<file path="config.mk">
export PLATFORM = sky130hd
export DESIGN_NAME = tow_scoreboard_flat
export DESIGN_NICKNAME = d
export VERILOG_FILES = /design/src/rtl/tow_scoreboard_if.sv /design/src/rtl/tow_scoreboard.sv /design/src/flat_wrapper.sv
export SDC_FILE = /design/constraint.sdc
export NUM_CORES = 1
export LEC_CHECK = 0
export CAP_MARGIN = 40
export CORE_MARGIN = 3
export CORE_UTILIZATION = 60
export CTS_CLUSTER_SIZE = 10
export DETAILED_ROUTE_END_ITERATION = 7
export PLACE_DENSITY = 0.83
export SYNTH_ARGS = -nofsm -noshare
export SYNTH_HDL_FRONTEND = slang
export SYNTH_SLANG_ARGS = --single-unit
</file>
<file path="constraint.sdc">
create_clock -name CLOCK_50 -period 4.57 [get_ports CLOCK_50]
set_input_delay 0.914 -clock CLOCK_50 [delete_from_list [all_inputs] [get_ports CLOCK_50]]
set_output_delay 0.914 -clock CLOCK_50 [all_outputs]
set_load 0.01 [all_outputs]
</file>
<file path="src/rtl/tow_scoreboard_if.sv">
// Bundle between the push-ball game block (master) and the scoreboard (slave):
// ball position in, round-clear / LEDs / score digits / match flag out.
interface tow_scoreboard_if;
    logic [9:0] ball_pos;
    logic       round_clear;
    logic [9:0] LEDG;
    logic [6:0] HEX0_D;
    logic [6:0] HEX3_D;
    logic       match_over;

    modport master (
        output ball_pos,
        input  round_clear, LEDG, HEX0_D, HEX3_D, match_over
    );
    modport slave (
        input  ball_pos,
        output round_clear, LEDG, HEX0_D, HEX3_D, match_over
    );
endinterface

</file>
<file path="src/rtl/tow_scoreboard.sv">
// Push-ball scoreboard: wall detection, round celebration, score digits, match latch.
// Define TOW_WIN_BY_TWO_EN to require a two-point lead (or a score of 9) to end the match.
module tow_scoreboard #(
    parameter int unsigned WIN_SCORE    = 5,
    parameter int unsigned HOLD_CYCLES  = 50_000_000,
    parameter int unsigned BLINK_CYCLES = 12_500_000
) (
    input logic             CLOCK_50,
    input logic             RESET,
    tow_scoreboard_if.slave sb_io
);
    localparam int unsigned HoldW  = (HOLD_CYCLES > 1) ? $clog2(HOLD_CYCLES) : 1;
    localparam int unsigned BlinkW = (BLINK_CYCLES > 1) ? $clog2(BLINK_CYCLES) : 1;
    localparam logic [HoldW-1:0]  HoldLast  = HoldW'(HOLD_CYCLES - 1);
    localparam logic [BlinkW-1:0] BlinkLast = BlinkW'(BLINK_CYCLES - 1);
    localparam logic [3:0] WinScore = 4'(WIN_SCORE);

    // Ball on the left wall means the right player took the round, and vice versa.
    localparam logic [9:0] RightWinsPos = 10'b1000000000;
    localparam logic [9:0] LeftWinsPos  = 10'b0000000001;
    localparam logic [9:0] HalfLeft     = 10'b0000011111;
    localparam logic [9:0] HalfRight    = 10'b1111100000;
    localparam logic [6:0] SegZero      = 7'b1000000;

    typedef enum logic [2:0] {StPlay, StHold, StClear, StArm, StOver} state_e;

    state_e            state_q, state_d;
    logic [3:0]        score_l_q, score_l_d, score_r_q, score_r_d;
    logic [HoldW-1:0]  hold_cnt_q, hold_cnt_d;
    logic [BlinkW-1:0] blink_cnt_q, blink_cnt_d;
    logic              blink_q, blink_d;
    logic              winner_left_q, winner_left_d;
    logic [6:0]        hex0_q, hex0_d, hex3_q, hex3_d;

    logic       hit_left, hit_right, hit_wall, hold_done, match_won;
    logic [3:0] win_score, lose_score;
    logic [9:0] win_half;

    function automatic logic [6:0] seg7(input logic [3:0] d);
        logic [6:0] s;
        case (d)
            4'd0:    s = 7'b1000000;
            4'd1:    s = 7'b1111001;
            4'd2:    s = 7'b0100100;
            4'd3:    s = 7'b0110000;
            4'd4:    s = 7'b0011001;
            4'd5:    s = 7'b0010010;
            4'd6:    s = 7'b0000010;
            4'd7:    s = 7'b1111000;
            4'd8:    s = 7'b0000000;
            4'd9:    s = 7'b0010000;
            default: s = 7'b1111111;
        endcase
        return s;
    endfunction

    function automatic logic [3:0] sat_inc(input logic [3:0] v);
        return (v >= 4'd9) ? 4'd9 : v + 4'd1;
    endfunction

    assign hit_left   = (sb_io.ball_pos == LeftWinsPos);
    assign hit_right  = (sb_io.ball_pos == RightWinsPos);
    assign hit_wall   = hit_left | hit_right;
    assign hold_done  = (hold_cnt_q == HoldLast);
    assign win_score  = winner_left_q ? score_l_q : score_r_q;
    assign lose_score = winner_left_q ? score_r_q : score_l_q;
    assign win_half   = winner_left_q ? HalfLeft : HalfRight;

`ifdef TOW_WIN_BY_TWO_EN
    assign match_won = (win_score == 4'd9) ||
                       ((win_score >= WinScore) &&
                        ({1'b0, win_score} >= ({1'b0, lose_score} + 5'd2)));
`else
    assign match_won = (win_score == WinScore);
`endif

    always_ff @(posedge CLOCK_50) begin
        if (RESET) begin
            state_q <= StPlay;
        end else begin
            state_q <= state_d;
        end
    end

    always_comb begin
        state_d = state_q;
        unique case (state_q)
            StPlay:  if (hit_wall) state_d = StHold;
            StHold:  if (hold_done) state_d = match_won ? StOver : StClear;
            StClear: state_d = StArm;
            StArm:   if (!hit_wall) state_d = StPlay;
            StOver:  state_d = StOver;
            default: state_d = StPlay;
        endcase
    end

    always_comb begin
        score_l_d     = score_l_q;
        score_r_d     = score_r_q;
        hold_cnt_d    = hold_cnt_q;
        blink_cnt_d   = blink_cnt_q;
        blink_d       = blink_q;
        winner_left_d = winner_left_q;
        // Digits trail the score by one clock.
        hex0_d        = seg7(score_r_q);
        hex3_d        = seg7(score_l_q);
        if (state_q == StPlay && hit_wall) begin
            winner_left_d = hit_left;
            if (hit_left) begin
                score_l_d = sat_inc(score_l_q);
            end else begin
                score_r_d = sat_inc(score_r_q);
            end
            hold_cnt_d  = '0;
            blink_cnt_d = '0;
            blink_d     = 1'b1;
        end else if (state_q == StHold) begin
            hold_cnt_d = hold_done ? '0 : hold_cnt_q + HoldW'(1);
            if (blink_cnt_q == BlinkLast) begin
                blink_cnt_d = '0;
                blink_d     = ~blink_q;
            end else begin
                blink_cnt_d = blink_cnt_q + BlinkW'(1);
            end
        end
    end

    always_ff @(posedge CLOCK_50) begin
        if (RESET) begin
            score_l_q     <= '0;
            score_r_q     <= '0;
            hold_cnt_q    <= '0;
            blink_cnt_q   <= '0;
            blink_q       <= 1'b0;
            winner_left_q <= 1'b0;
            hex0_q        <= SegZero;
            hex3_q        <= SegZero;
        end else begin
            score_l_q     <= score_l_d;
            score_r_q     <= score_r_d;
            hold_cnt_q    <= hold_cnt_d;
            blink_cnt_q   <= blink_cnt_d;
            blink_q       <= blink_d;
            winner_left_q <= winner_left_d;
            hex0_q        <= hex0_d;
            hex3_q        <= hex3_d;
        end
    end

    always_comb begin
        sb_io.LEDG        = sb_io.ball_pos;
        sb_io.round_clear = 1'b0;
        sb_io.match_over  = 1'b0;
        unique case (state_q)
            StPlay, StArm: sb_io.LEDG = sb_io.ball_pos;
            StHold:        sb_io.LEDG = blink_q ? win_half : '0;
            StClear: begin
                sb_io.LEDG        = '0;
                sb_io.round_clear = 1'b1;
            end
            StOver: begin
                sb_io.LEDG       = win_half;
                sb_io.match_over = 1'b1;
            end
            default: sb_io.LEDG = sb_io.ball_pos;
        endcase
    end

    assign sb_io.HEX0_D = hex0_q;
    assign sb_io.HEX3_D = hex3_q;
endmodule

</file>
<file path="src/flat_wrapper.sv">
// flat-port wrapper written by rule: the top's interface ports become plain ports
module tow_scoreboard_flat 
#(
    parameter int unsigned WIN_SCORE    = 5,
    parameter int unsigned HOLD_CYCLES  = 50_000_000,
    parameter int unsigned BLINK_CYCLES = 12_500_000
)
  (CLOCK_50, RESET, sb_io_ball_pos, sb_io_round_clear, sb_io_LEDG, sb_io_HEX0_D, sb_io_HEX3_D, sb_io_match_over);
  tow_scoreboard_if sb_io_i ();
  input logic CLOCK_50;
  input logic RESET;
  input wire logic [$bits(sb_io_i.ball_pos)-1:0] sb_io_ball_pos;
  output wire logic [$bits(sb_io_i.round_clear)-1:0] sb_io_round_clear;
  output wire logic [$bits(sb_io_i.LEDG)-1:0] sb_io_LEDG;
  output wire logic [$bits(sb_io_i.HEX0_D)-1:0] sb_io_HEX0_D;
  output wire logic [$bits(sb_io_i.HEX3_D)-1:0] sb_io_HEX3_D;
  output wire logic [$bits(sb_io_i.match_over)-1:0] sb_io_match_over;
  assign sb_io_i.ball_pos = sb_io_ball_pos;
  assign sb_io_round_clear = sb_io_i.round_clear;
  assign sb_io_LEDG = sb_io_i.LEDG;
  assign sb_io_HEX0_D = sb_io_i.HEX0_D;
  assign sb_io_HEX3_D = sb_io_i.HEX3_D;
  assign sb_io_match_over = sb_io_i.match_over;
  tow_scoreboard #(.WIN_SCORE(WIN_SCORE), .HOLD_CYCLES(HOLD_CYCLES), .BLINK_CYCLES(BLINK_CYCLES)) u_core (.CLOCK_50(CLOCK_50), .RESET(RESET), .sb_io(sb_io_i));
endmodule
</file>
Yosys cells after proc, flatten, opt, wreduce, memory -nomap -nowiden
Memory sizes are Yosys's and may differ from the RTL's. A register that Yosys moved wholly into a read port is not among the register bits.
Cells that the tools add are included.
{ "word_totals": {"ff_bits": 63, "rom_bits": 224, "in_bits": 12, "out_inout_bits": 26, "word_cells": 57, "memories": 2} }
{ "mem_list": {"columns": ["name", "words", "width", "rd", "rd_clocked_by_memory_dff", "write_ports", "line", "text"], "rows": [
  ["(no name shown)", 16, 7, 1, 1, 0, "tow_scoreboard.sv:41", "case (d)"],
  ["(no name shown)", 16, 7, 1, 1, 0, "tow_scoreboard.sv:41", null]
]} }
{ "classes": {"add_sub_neg": 4, "n_lt_le_gt_ge": 2, "n_eq_ne": 12, "mux": 18, "bitwise_logic": 3, "reduce_logical": 9} }
{ "ops": {"columns": ["op", "count"], "rows": [
  ["$pmux W10 S3", 1],
  ["$add A26 B1 Y26 const B", 1],
  ["$eq A26 B26 Y1 const B", 1],
  ["$mux W26", 1],
  ["$add A24 B1 Y24 const B", 1],
  ["$eq A24 B24 Y1 const B", 1],
  ["$mux W24", 1],
  ["$mux W10", 2],
  ["$pmux W3 S5", 1],
  ["$mux W3", 4],
  ["$mux W4", 3],
  ["$eq A10 B1 Y1 const B", 1],
  ["$eq A10 B10 Y1 const B", 1],
  ["$add A4 B1 Y4 const B", 2],
  ["$ge A4 B4 Y1 const B", 2],
  ["$eq A3 B2 Y1 const B", 2],
  ["$reduce_and A2 Y1", 3],
  ["$mux W1", 5],
  ["$eq A4 B3 Y1 const B", 1],
  ["$ne A2 B1 Y1 const B", 2],
  ["$reduce_bool A2 Y1", 2],
  ["$eq A3 B1 Y1 const B", 1],
  ["$eq A3 B3 Y1 const B", 1],
  ["$logic_not A3 Y1", 1],
  ["other kinds (6)", 7]
]} }

Longest topological paths before layout
{ "logic_depth": {"ltp_word": 5, "mapped_depth": 9, "ltp_nobuf": 7} }

Least setup slack after synthesis
Ideal clock, no wire load.
{ "synth_path": {"path_type": "input port to flip-flop", "from": "in sb_io_ball_pos[8]", "to": "reg u_core.hold_cnt_q[14]", "setup_time_ns": 0.117, "arrival_time_ns": 2.454, "required_time_ns": 4.453, "path_slack_ns": 1.999, "stages": 7, "n_path_buf": 2, "path_cell_list": "nor4_1 nand3_1 o21ba_2 clkbuf_1 o21ai_0 buf_2 nor2_1"} }
{ "synth_between": {"elab_chain_cells": 4, "elab_cells_between_ends": 5, "classes_between": "2 x eq/ne; 1 x bitwise; 2 x reduce/logical"} }
{ "synth_rtl": {"columns": ["element", "line", "text"], "rows": [
  ["start: declaration", "flat_wrapper.sv:12", "input wire logic [$bits(sb_io_i.ball_pos)-1:0] sb_io_ball_pos;"],
  ["$eq A10 B1 Y1 or $eq A10 B10 Y1 (tied branches)", "tow_scoreboard.sv:61, tow_scoreboard.sv:62", null],
  ["$or A1 B1 Y1 (*)", "tow_scoreboard.sv:63", "assign hit_wall = hit_left | hit_right;"],
  ["$logic_and A1 B1 Y1 (*)", "tow_scoreboard.sv:107", "if (state_q == StPlay && hit_wall) begin"],
  ["$reduce_or A2 Y1 (no line) (*)", null, null],
  ["end signal: assignment", "tow_scoreboard.sv:141", "hold_cnt_q <= hold_cnt_d;"],
  ["end: declaration", "tow_scoreboard.sv:29", "logic [HoldW-1:0] hold_cnt_q, hold_cnt_d;"]
]} }
Every way passes the cells marked *; elsewhere a longest branch is shown, timed or not.
A chain may end at the register's enable or synchronous reset.

Final worst setup path
{ "layout_path": {"from": "reg u_core.state_q[0]", "to": "out sb_io_LEDG[7]"} }
{ "layout_between": {"elab_chain_cells": 2, "elab_cells_between_ends": 4, "classes_between": "3 x eq/ne; 1 x mux"} }
{ "layout_rtl": {"columns": ["element", "line", "text"], "rows": [
  ["start: declaration", "tow_scoreboard.sv:27", "state_e state_q, state_d;"],
  ["start signal: assignment", "tow_scoreboard.sv:79", "state_q <= StPlay;"],
  ["start signal: assignment", "tow_scoreboard.sv:81", "state_q <= state_d;"],
  ["$eq A3 B3 Y1, or another cell as far along", "tow_scoreboard.sv:154", "unique case (state_q)"],
  ["$pmux W10 S3 (*)", "tow_scoreboard.sv:154", null],
  ["end: declaration", "flat_wrapper.sv:14", "output wire logic [$bits(sb_io_i.LEDG)-1:0] sb_io_LEDG;"]
]} }
Marked as above.

==> metrics.yaml <==
crit_slowest_cell: "clkdlybuf4s50_1"
firstDrtPassIters: 5
avgSynthCellArea_um2: 8.10
vias: 3615
synth-edff-count: 0
critical_path_buf_inv_count: 2
grt_pass1_vias: 3349
timing.setup.tns_ps: 0
ctsResizeCount: 0
maxCapViolCount: 0
period_share_pct: 74.2
drt_iter0_drc: 197
cp.arrival_ps: 2480
clock_latency_ps: 350
routedWlPerCell_um: 14.9
end_kind: "output port"
post-cts-setup-buffer-count: 0
fill_cells: 477
dp_slack_ps: 1210
drc: 0
p_sw_mw: 0.266
synth_xor_area_share_pct: 7.76
finalSetupViolations: 0
htree_levels: 3
fin_ws_ps: 1180
drive_gt1_share_pct: 5.15
worstPathCellList: "nor3b_2 -> buf_4 -> a21oi_1 -> nor2_1 -> a21o_1 -> clkdlybuf4s50_1"
clockPowerShare_pct: 42.7
comb_power_share_pct: 4.1
synth_cell_types: 54
cts_tree: "built"
placed_cell_area_um2: 4350
dp_hpwl_um: 6290
fin_nets: 541
slowest_delay_ps: 560
synth_compound_area_share_pct: 14.4
yosys_register_bits: 77
final.min_clock_period_ps: 3390
yosys_warnings: 0
crit_family: "buffers and inverters"
cell_internal_pwr_mw: 1.01
final_cell_count_no_fill: 599
timing.fmax_mhz: 295
async_flop_share_pct: 0
cts.clk_slew.worst_paths_ps: 80
slew_headroom_pct: 48.3
synth.mux.area_fraction_pct: 0.538
design_power_total_mw: 1.27
synth_fa_ha_area_share_pct: 3.17
numCtsBuffers: 9
syn_inst: 488
n_antenna_cell: 0
ios: 38
hold_path.class: "reg2reg"
die_h_um: 87.2
required_ps: 3660
cts_hold_buf: 0
rows: 28
dieArea_um2: 7600
cts_num_sinks: 77
ir_drop_mv: 0.213
grt_first_pass_wirelength_um: 15200
syn-cell-area_um2: 3950
finalHoldViolations: 0
synth_top_family_by_area: "simple AND/OR/NAND/NOR gates"
initial_core_util_pct: 64.4
powerDensity_nw_per_um2: 279
cp-start-kind: "flip-flop"
synthFlopType: "dfxtp_1"
power_leakage_nw: 1.54
seqPwrFrac_pct: 53.2
grt_overflow: 0
core-area_um2: 6130
max_slew.worst_pin.slew_ps: 775
synthesis.nets: 510
stdcell_area_um2: 4560
place_inst: 583
drtAntennaViolNets: 0
vias_per_cell: 6.04
antenna_found_initial: 0
grt.total_usage_pct: 24.8
clock_path_buffers: 2
rsz0062_at_grt: "false"
path_max_fanout: 18
run_status: "finished, final reports clean"
ys_seq_area_share_pct: 39.0
path_class: "reg2out"
report.final.slew_viol_count: 0
grt_max_degree: 27
clock_skew_ps: 11.1
gp_congestion: 0.871
area_growth_pct: 15.4
clock-root-buffer: "clkbuf_8"
fp.dieW_um: 87.2
io_buffer_count: 37
totalWireLength_um: 8930
synth_simple_gate_area_share_pct: 31.5
p_sw_share_pct: 20.9
==> cell usage after synthesis (4+ instances only) <==
| cell | n | share of area (%) |
|---|---|---|
| nor3b_1 | 6 | 1.1 |
| dfxtp_1 | 77 | 39 |
| nor4_1 | 14 | 2.2 |
| nand4_1 | 11 | 1.7 |
| and4_1 | 5 | 1.1 |
| inv_1 | 12 | 1.1 |
| o21a_1 | 4 | 0.76 |
| o21ai_0 | 21 | 2.7 |
| nand3_1 | 15 | 1.9 |
| a21oi_1 | 33 | 4.2 |
| and3_1 | 7 | 1.1 |
| nor2b_1 | 7 | 1.1 |
| a32o_1 | 4 | 1.0 |
| xor2_1 | 10 | 2.2 |
| ha_1 | 10 | 3.2 |
| o21bai_1 | 5 | 0.95 |
| a21o_1 | 5 | 0.95 |
| nand3b_1 | 7 | 1.3 |
| nor3_1 | 19 | 2.4 |
| clkbuf_1 | 15 | 1.4 |
| nand2b_1 | 6 | 0.95 |
| nand2_1 | 54 | 5.1 |
| or3_1 | 8 | 1.3 |
| xnor2_1 | 25 | 5.5 |
| nor2_1 | 62 | 5.9 |
==> path summary, 6_finish.rpt <==
| check | depth (start not counted) | endpoint | slack [ps] | start |
|---|---|---|---|---|
| worst max register to register | 5 | u_core.blink_cnt_q[1] | 1970 | u_core.state_q[0] |
| worst min-delay path | 2 | u_core.hold_cnt_q[1] | 490 | u_core.hold_cnt_q[1] |
| worst min register to register | 2 | u_core.hold_cnt_q[1] | 490 | u_core.hold_cnt_q[1] |
| worst max-delay path | 6 | sb_io_LEDG[7] | 1180 | u_core.state_q[0] |
==> layout by cell type, fill, tap and decap left out, types with 3 or more instances in the layout <==
| cell | count |
|---|---|
| dfxtp_1 | 77 |
| nor2_1 | 62 |
| nand2_1 | 54 |
| clkdlybuf4s50_1 | 37 |
| a21oi_1 | 33 |
| xnor2_1 | 25 |
| o21ai_0 | 21 |
| nor3_1 | 19 |
| nand3_1 | 15 |
| nor4_1 | 14 |
| inv_1 | 12 |
| nand4_1 | 11 |
| xor2_1 | 10 |
| ha_1 | 10 |
| clkbuf_8 | 9 |
| or3_1 | 8 |
| and3_1 | 7 |
| nor2b_1 | 7 |
| nand3b_1 | 7 |
| nand2b_1 | 6 |
| nor3b_1 | 5 |
| a21o_1 | 5 |
| and4_1 | 5 |
| o21bai_1 | 5 |
| a32o_1 | 4 |
| o21a_1 | 4 |
| a31oi_1 | 3 |
| a21boi_0 | 3 |
| clkbuf_1 | 3 |
| buf_4 | 3 |
==> sequential cells by signal, summed over array words and instances (netlist names) <==
| signal | count |
|---|---|
| u_core.blink_q | 1 |
| u_core.blink_cnt_q | 24 |
| u_core.winner_left_q | 1 |
| u_core.sb_io.HEX3_D | 7 |
| u_core.score_l_q | 4 |
| u_core.sb_io.HEX0_D | 7 |
| u_core.score_r_q | 4 |
| u_core.hold_cnt_q | 26 |
| u_core.state_q | 3 |
==> power groups by stage <==
stage | combinational [mW] | clock, mW | sequential [mW]
after floorplan | 0.0270 | 0 | 0.691
after detailed placement | 0.0520 | 0 | 0.692
after global routing | 0.0569 | 0.573 | 0.677
after CTS | 0.0522 | 0.549 | 0.677
final | 0.0524 | 0.544 | 0.677
after global placement | 0.0506 | 0 | 0.692
==> per-layer routing <==
layer  up-vias  wire length, um  GRT usage, %  share of wire [%]
li1       1790                -             -                  -
met1      1689             3820          30.8                 43
met4         0              168          8.23                1.9
met3        24              524          6.05                5.9
met2       112             4420          42.2                 50
met5         -                0             0                  0
==> worst register-to-register path: stages, from the launching register on <==
cell and delay [ps]:
dfxtp_1 470, or3b_4 510, or3_1 560, nor3_2 280, nand2b_1 530, a21oi_1 100
==> metrics by stage <==
stage	hold WS, ps	util [%]
after detailed placement	477	71.0
after global placement	468	70.9
final	486	74.3
after global routing	520	74.3
after floorplan	452	-
after CTS	491	74.3
==> cell families after synthesis <==
| family | after synthesis |
|---|---|
| flip-flops | 77 |
| AO/OA/AOI/OAI | 91 |
| adder cells (fa/ha/maj) | 10 |
| buffers and inverters | 33 |
| XOR/XNOR | 35 |
| AND/OR/NAND/NOR | 240 |
| multiplexers | 2 |
==> cell type report <==
type	instances	area, um^2	share of cell area (%)
multi-input combinational	378	2270	49.8
sequential	77	1540	33.8
timing repair buffer	41	398	8.73
clock buffer	12	135	2.96
tap	75	93.8	2.06
clock inverter	4	72.6	1.59
inverter	12	45.0	0.988
Power figures use the tool's default switching activity.
